<file path="src/rtl/p_game_input.sv">
// p_game_input: button debounce, gravity tick, event latching and LFSR shape source for the Tetris processor
module p_game_input #(
    parameter int          DEBOUNCE_CYCLES = 250000,
    parameter int          GRAVITY_CYCLES  = 25000000,
    parameter logic [15:0] LFSR_SEED       = 16'hACE1
) (
    input  logic        clock,
    input  logic        reset,
    input  logic [3:0]  btn_raw,
    input  logic [31:0] data_to_game,
    output logic [31:0] data_from_game,
    output logic [31:0] shape_num
);
    localparam int DW = $clog2(DEBOUNCE_CYCLES);
    localparam int GW = $clog2(GRAVITY_CYCLES);
    localparam logic [DW-1:0] DB_MAX = DW'(DEBOUNCE_CYCLES - 1);
    localparam logic [GW-1:0] GR_MAX = GW'(GRAVITY_CYCLES - 1);

    logic [3:0]    r_sync1;
    logic [3:0]    r_sync2;
    logic [3:0]    r_stable;
    logic [DW-1:0] r_db_cnt [4];
    logic [GW-1:0] r_grav_cnt;
    logic [4:0]    r_pending;
    logic [7:0]    r_seq;
    logic [1:0]    r_prev;
    logic [15:0]   r_lfsr;
    logic [2:0]    r_shape;
    logic [3:0]    w_btn_rise;
    logic [4:0]    w_new_events;
    logic          w_pause;
    logic          w_tick;
    logic          w_ack_edge;
    logic          w_req_edge;
    logic          w_fb;
    logic          w_unused;

    assign w_pause      = data_to_game[2];
    assign w_tick       = !w_pause && (r_grav_cnt == GR_MAX);
    assign w_ack_edge   = data_to_game[0] & ~r_prev[0];
    assign w_req_edge   = data_to_game[1] & ~r_prev[1];
    assign w_new_events = {w_tick, w_btn_rise};
    assign w_fb         = r_lfsr[15] ^ r_lfsr[13] ^ r_lfsr[12] ^ r_lfsr[10];
    assign w_unused     = &{1'b0, data_to_game[31:3]};

    assign data_from_game = {|r_pending, 15'd0, r_seq, 3'd0, r_pending};
    assign shape_num      = {29'd0, r_shape};

    // A button event fires on the very edge its debounced level goes 0->1
    always_comb begin
        w_btn_rise = '0;
        for (int i = 0; i < 4; i++)
            w_btn_rise[i] = r_sync2[i] & ~r_stable[i] & (r_db_cnt[i] == DB_MAX);
    end

    // Two-flop synchroniser for the asynchronous buttons
    always_ff @(posedge clock) begin
        r_sync1 <= reset ? 4'd0 : btn_raw;
        r_sync2 <= reset ? 4'd0 : r_sync1;
    end

    // Accept a new button level only after it has been stable for the full debounce window
    always_ff @(posedge clock) begin
        if (reset) begin
            r_stable <= '0;
            for (int i = 0; i < 4; i++) r_db_cnt[i] <= '0;
        end else begin
            for (int i = 0; i < 4; i++) begin
                if (r_sync2[i] == r_stable[i]) begin
                    r_db_cnt[i] <= '0;
                end else if (r_db_cnt[i] == DB_MAX) begin
                    r_stable[i] <= r_sync2[i];
                    r_db_cnt[i] <= '0;
                end else begin
                    r_db_cnt[i] <= r_db_cnt[i] + DW'(1);
                end
            end
        end
    end

    // Gravity period counter, frozen while the processor holds pause
    always_ff @(posedge clock) begin
        if (reset) r_grav_cnt <= '0;
        else if (!w_pause) r_grav_cnt <= w_tick ? '0 : r_grav_cnt + GW'(1);
    end

    // Pending events and ack count; an event arriving with the ack survives it
    always_ff @(posedge clock) begin
        if (reset) begin
            r_pending <= '0;
            r_seq     <= '0;
            r_prev    <= '0;
        end else begin
            r_pending <= w_ack_edge ? w_new_events : (r_pending | w_new_events);
            r_seq     <= w_ack_edge ? r_seq + 8'd1 : r_seq;
            r_prev    <= data_to_game[1:0];
        end
    end

    // Free-running LFSR and shape pick; value 7 folds onto 0..3
    always_ff @(posedge clock) begin
        if (reset) begin
            r_lfsr  <= LFSR_SEED;
            r_shape <= '0;
        end else begin
            r_lfsr <= {r_lfsr[14:0], w_fb};
            if (w_req_edge) r_shape <= (r_lfsr[2:0] == 3'd7) ? {1'b0, r_lfsr[4:3]} : r_lfsr[2:0];
        end
    end
endmodule

</file>
<file path="config.mk">
export PLATFORM = sky130hd
export DESIGN_NAME = p_game_input
export DESIGN_NICKNAME = d
export VERILOG_FILES = /design/src/rtl/p_game_input.sv
export SDC_FILE = /design/constraint.sdc
export NUM_CORES = 1
export LEC_CHECK = 0
export CORE_MARGIN = 1
export CORE_UTILIZATION = 30
export CTS_CLUSTER_SIZE = 10
export DETAILED_ROUTE_END_ITERATION = 10
export GPL_TIMING_DRIVEN = 0
export PLACE_DENSITY = 0.52
export SYNTH_ARGS = -nofsm -noshare
export SYNTH_HDL_FRONTEND = slang
export SYNTH_SLANG_ARGS = --single-unit
</file>
<file path="constraint.sdc">
create_clock -name clock -period 3 [get_ports clock]
set_clock_uncertainty 0.15 [all_clocks]
set_input_delay 0.45 -clock clock [delete_from_list [all_inputs] [get_ports clock]]
set_output_delay 0.45 -clock clock [all_outputs]
set_load 0.05 [all_outputs]
</file>
# Yosys cells after proc, flatten, opt, wreduce, memory -nomap -nowiden
# Memories as Yosys holds them, arrays and structs flattened.
# Cells that the tools add are included.
# W data, S select, Z words.
[op_classes]
add_sub_neg = 6
multipliers = 0
div_mod_pow = 0
magnitude_cmp = 0
eq_ne = 10
shift = 0
n_mux = 61
n_bitwise = 36
reduce_logical = 7
[op_table]
columns = ["operator", "count"]
rows = [
  ["$mux W18", 12],
  ["$add A18 B1 Y18 const B", 4],
  ["$eq A18 B18 Y1 const B", 4],
  ["$mux W1", 46],
  ["$add A25 B1 Y25 const B", 1],
  ["$eq A25 B25 Y1 const B", 1],
  ["$mux W25", 1],
  ["$or A1 B1 Y1", 12],
  ["$and A1 B1 Y1", 10],
  ["$not A1 Y1", 10],
  ["$add A8 B1 Y8 const B", 1],
  ["$reduce_and A2 Y1", 4],
  ["$mux W5", 1],
  ["$or A5 B5 Y5", 1],
  ["$reduce_or A5 Y1", 1],
  ["$eq A1 B1 Y1", 4],
  ["$eq A3 B3 Y1 const B", 1],
  ["$mux W3", 1],
  ["$xor A1 B1 Y1", 3],
  ["$logic_and A1 B1 Y1", 1],
  ["$logic_not A1 Y1", 1],
]
[word_totals]
reg_bits = 71
latch_bits = 0
ram_bits = 72
mem_bits_ro = 0
inputBits = 38
out_inout_bits = 64
word_cells = 133
mem_count = 1
[memory_table]
columns = ["memory", "depth", "word_bits", "read_ports", "rd_clocked_by_memory_dff", "wr", "line_no", "source"]
rows = [
  ["r_db_cnt", 4, 18, 4, 0, 4, "22", "logic [DW-1:0] r_db_cnt [4];"],
]

# Depth between registers and ports, before layout
# An unclocked memory read counts as a cell.
[depth]
word_depth = 8
ltp_mapped = 8
mapped_depth_nobuf = 5

# Worst setup path after synthesis
# OpenSTA, ideal clock, no wires.
[synth_path]
path_type = "reg2reg"
startpoint = "mem r_db_cnt[0][11] in the netlist's numbering"
endpoint = "mem r_db_cnt[0][2] in the netlist's numbering, data pin"
arrival_ns = 1.851
slack_ns = 0.745
path_stages_with_launch = 7
n_path_buf = 2
synth_period_minus_slack_ns = 2.255
path_cell_list = "edfxtp_1 > or4_1 > nor4_2 > a211o_1 > buf_2 > buf_4 > nor2_1"
[synth_rtl]
columns = ["item", "line_no"]
rows = [
  ["from (decl)", "22"],
]

==> impl_results.md <==
- Endpoints failing setup: 0
- DP Worst Slack: about 0.12 ns
- Largest net degree at the start of global routing: 17
- Cts repair resizes: 0
- 1st-iter DRT viols: 249
- Worst r2r src: r_db_cnt[2][0]$_SDFFCE_PN0P_
- CP Max Fanout: 10
- Post-synth EDFFs: 72
- Startpoint Class: flip-flop
- Met1 usage: 16.6%
- Leakage power: 3.25 nW
- Final WL: 13700 um
- Clk slew on worst S/H paths: approximately 0.060 ns
- CTS tree: done
- Worst Hold End: r_lfsr[15]$_SDFF_PP1_
- Cell accounting for the most synthesized area: edfxtp_1
- Worst Slack Setup Final: 0.393 ns
- Gr busiest metal: met2
- Status: finished, final reports clean
- Post-CTS setup buffers: 0
- Clk Latency, worst-skew pair: approximately 0.42 ns
- Most frequent cell after synthesis: nor2_1
- Initial Utilization: a little under a third
- GPL Wtd Cong: 0.792
- Delay-heaviest family, CP: buffers and inverters
- Fill count: approximately 2400
- Top cells by area, synth: edfxtp_1 30%, dfxtp_1 20%, buf_4 5.1%
- Vias per Instance: 4.28
- Initial antenna violation count: 0
- MaxCap Viol Count: 0
- CTS Hold Buffers Added: 0
- Hold depth: 1
- Distinct cells, synth: 52
- Post-synth ARST share: 0%
- Post-DP Area: 8240 um^2
- Top FF cell, synth: edfxtp_1
- Yosys warnings: 0
- Inserted Diodes: 0
- Synth-to-Final Area Change: 23.5%
- Worst reg2reg path depth: 8
- # H-tree levels: 4
- Worst stage delay on the critical path: 0.39 ns
- First-pass GRT wire length: 23500 um
- Die W: 157 um
- ANT nets after route: 0
- FF-to-FF setup slack: 0.39 ns
- Total number of vias: 5201
- Top-area cell type share of the netlist area: 30.2%
- Post-route design area: 8850 um^2
- Met2 Usage GRT: 18.5%
- Clock tree sinks: 143
- Final Max Slew Viols: 0
- FF+latch area: 3580 um^2
- Chip Height: 157 um
- Number of global-route vias before repair: 4741
- Hold_sp: r_lfsr[14]$_SDFF_PP0_
- Port buffer count: 24
- Worst path required time: 3.02 ns
- WP buf/inv: 3
- Endpoint type of the worst setup path: flip-flop
- IO Count: between 100 and 150
- Worst slew pin tran: 0.695 ns
- Min Hold Slack: 0.262 ns
- Rel. slew slack: between 50 and 60%
- Routing usage on met3: 2.44%
- Clock Path Buffers: 2
- WL/cell: 11.3 um
- Area of the die: 24500 um^2
- Setup TNS: 0 ns
- Num CTS Buffers: 17
- Worst EP arrival: 2.63 ns
- Final nets: 931
- Max Freq: 0.384 GHz
- Post-Synthesis Cells: 723
- Multi-input gate area: about 3500 um^2
- Total gr overflow: 0
- #FFs+latches synth: 143
- Clock root cell: clkbuf_16
- Detailed Place HPWL: 9790 um
- Final Hold Viols: 0
- Sequential element share of the synthesized area: 50.0%
- DRC: 0
- RR Endpoint: r_db_cnt[2][8]$_SDFFCE_PN0P_
- Ratio of cells with drive above 1 in the final layout: 12.4%
- Synth top cells by count: 88 x nor2_1, 72 x edfxtp_1, 71 x dfxtp_1
- HP Class: flip-flop to flip-flop
- Core Area: between 20000 and 25000 um^2
- Mapped Area: between 7000 and 8000 um^2
- # rows: 56
- GRT Util Overall: between 10% and 20%
- RSZ-0062 raised after global routing: no
- Avg Cell Area, Syn: between 9 and 10 um^2
- Critical-path top delay cell: edfxtp_1
- Critical-path cell list: ha_1 -> clkbuf_1 -> nand3_1 -> nor2_1 -> a211o_1 -> clkbuf_1 -> clkbuf_2 -> nor2_1
- Final Cycle Share: 86.9%
- Final Util: 37.7%
- Fin crit period: 2.61 ns
- WS Path Type: flip-flop to flip-flop
- First-pass DRT Iterations: 5
- Max VDD drop: 0.343 mV
- PD cells: 531 nW/um^2
[per-layer routing]
layer	share of wire (%)	wire, um	vias to the layer above
li1	-	-	2755
met1	52	7140	2343
met2	43	5830	84
met3	3.4	470	19
met4	1.7	232	0
met5	0	0	-
[sequential cells by signal, summed over array words and instances, names as in the netlist]
signal,count
r_sync2,4
r_lfsr,16
r_seq,8
r_prev,2
r_sync1,4
r_pending,5
r_db_cnt,72
r_grav_cnt,25
r_stable,4
r_shape,3
[worst reg2reg max path, cell delays in order, from the launching register on]
cell and delay [ns]:
edfxtp_1 0.39, ha_1 0.16, clkbuf_1 0.34, nand3_1 0.17, nor2_1 0.27, a211o_1 0.16
clkbuf_1 0.33, clkbuf_2 0.31, nor2_1 0.09
[stage by stage]
stage	power [mW]	instances
2_1_floorplan	2.53	840
3_3_place_gp	2.60	1183
3_5_place_dp	2.60	1183
4_1_cts	4.76	1215
5_1_grt	4.89	1215
6_report	4.70	1215
[placed cells by master, fill, tap and decap left out, types with 11 or more instances in the layout]
master and instances:
a21oi_1 36, conb_1 119, nand3_1 36, buf_4 49, xnor2_1 33, nor2b_1 20
or3_1 14, clkdlybuf4s50_1 24, nor4_1 14, xor2_1 37, edfxtp_1 72, nor2_1 88
nor3_1 11, clkbuf_16 21, dfxtp_1 71, inv_1 21, clkbuf_1 18, o21ai_0 14
nand4_1 28, nand2_1 38, or4_1 14, o31ai_1 11
[report_power, final]
part	internal [mW]	total (mW)	switching (mW)
logic	0.123	0.375	0.251
clock network	1.29	2.14	0.850
registers	2.12	2.19	0.0657
total	3.53	4.70	1.17
[how the worst max path moves through the flow]
stage | cells past startpoint | startpoint | endpoint | slack (ns)
after floorplan | 6 | r_db_cnt[0][11]$_SDFFCE_PN0P_ | r_db_cnt[0][2]$_SDFFCE_PN0P_ | 0.74
after global placement | 6 | data_to_game[2] | r_grav_cnt[8]$_SDFFE_PP0N_ | 0.11
after detailed placement | 6 | data_to_game[2] | r_grav_cnt[11]$_SDFFE_PP0N_ | 0.12
after CTS | 8 | r_db_cnt[2][0]$_SDFFCE_PN0P_ | r_db_cnt[2][8]$_SDFFCE_PN0P_ | 0.16
after global routing | 8 | r_db_cnt[2][0]$_SDFFCE_PN0P_ | r_db_cnt[2][12]$_SDFFCE_PN0P_ | 0.08
final | 8 | r_db_cnt[2][0]$_SDFFCE_PN0P_ | r_db_cnt[2][8]$_SDFFCE_PN0P_ | 0.39
[logic make-up (layout without fill, tap and decap cells)]
kind of cell,count (synthesis),count (layout),synth area share [%]
compound gates,81,81,7.02
buf+inv,91,147,7.41
simple gates,326,326,25.1
xor+xnor,70,70,8.56
flops,143,143,50.0
fa+ha+maj,10,10,1.75
other cells,2,119,0.105
[layout make-up]
class                      count  area share [%]
sequential                   143            40.5
inverter                      21           0.891
timing repair buffer          24            2.71
multi-input combinational    606            39.4
tap                          319            4.51
clock inverter                 8           0.665
buffer                        70            5.12
clock buffer                  24            6.18
Power figures use the tool's default switching activity.
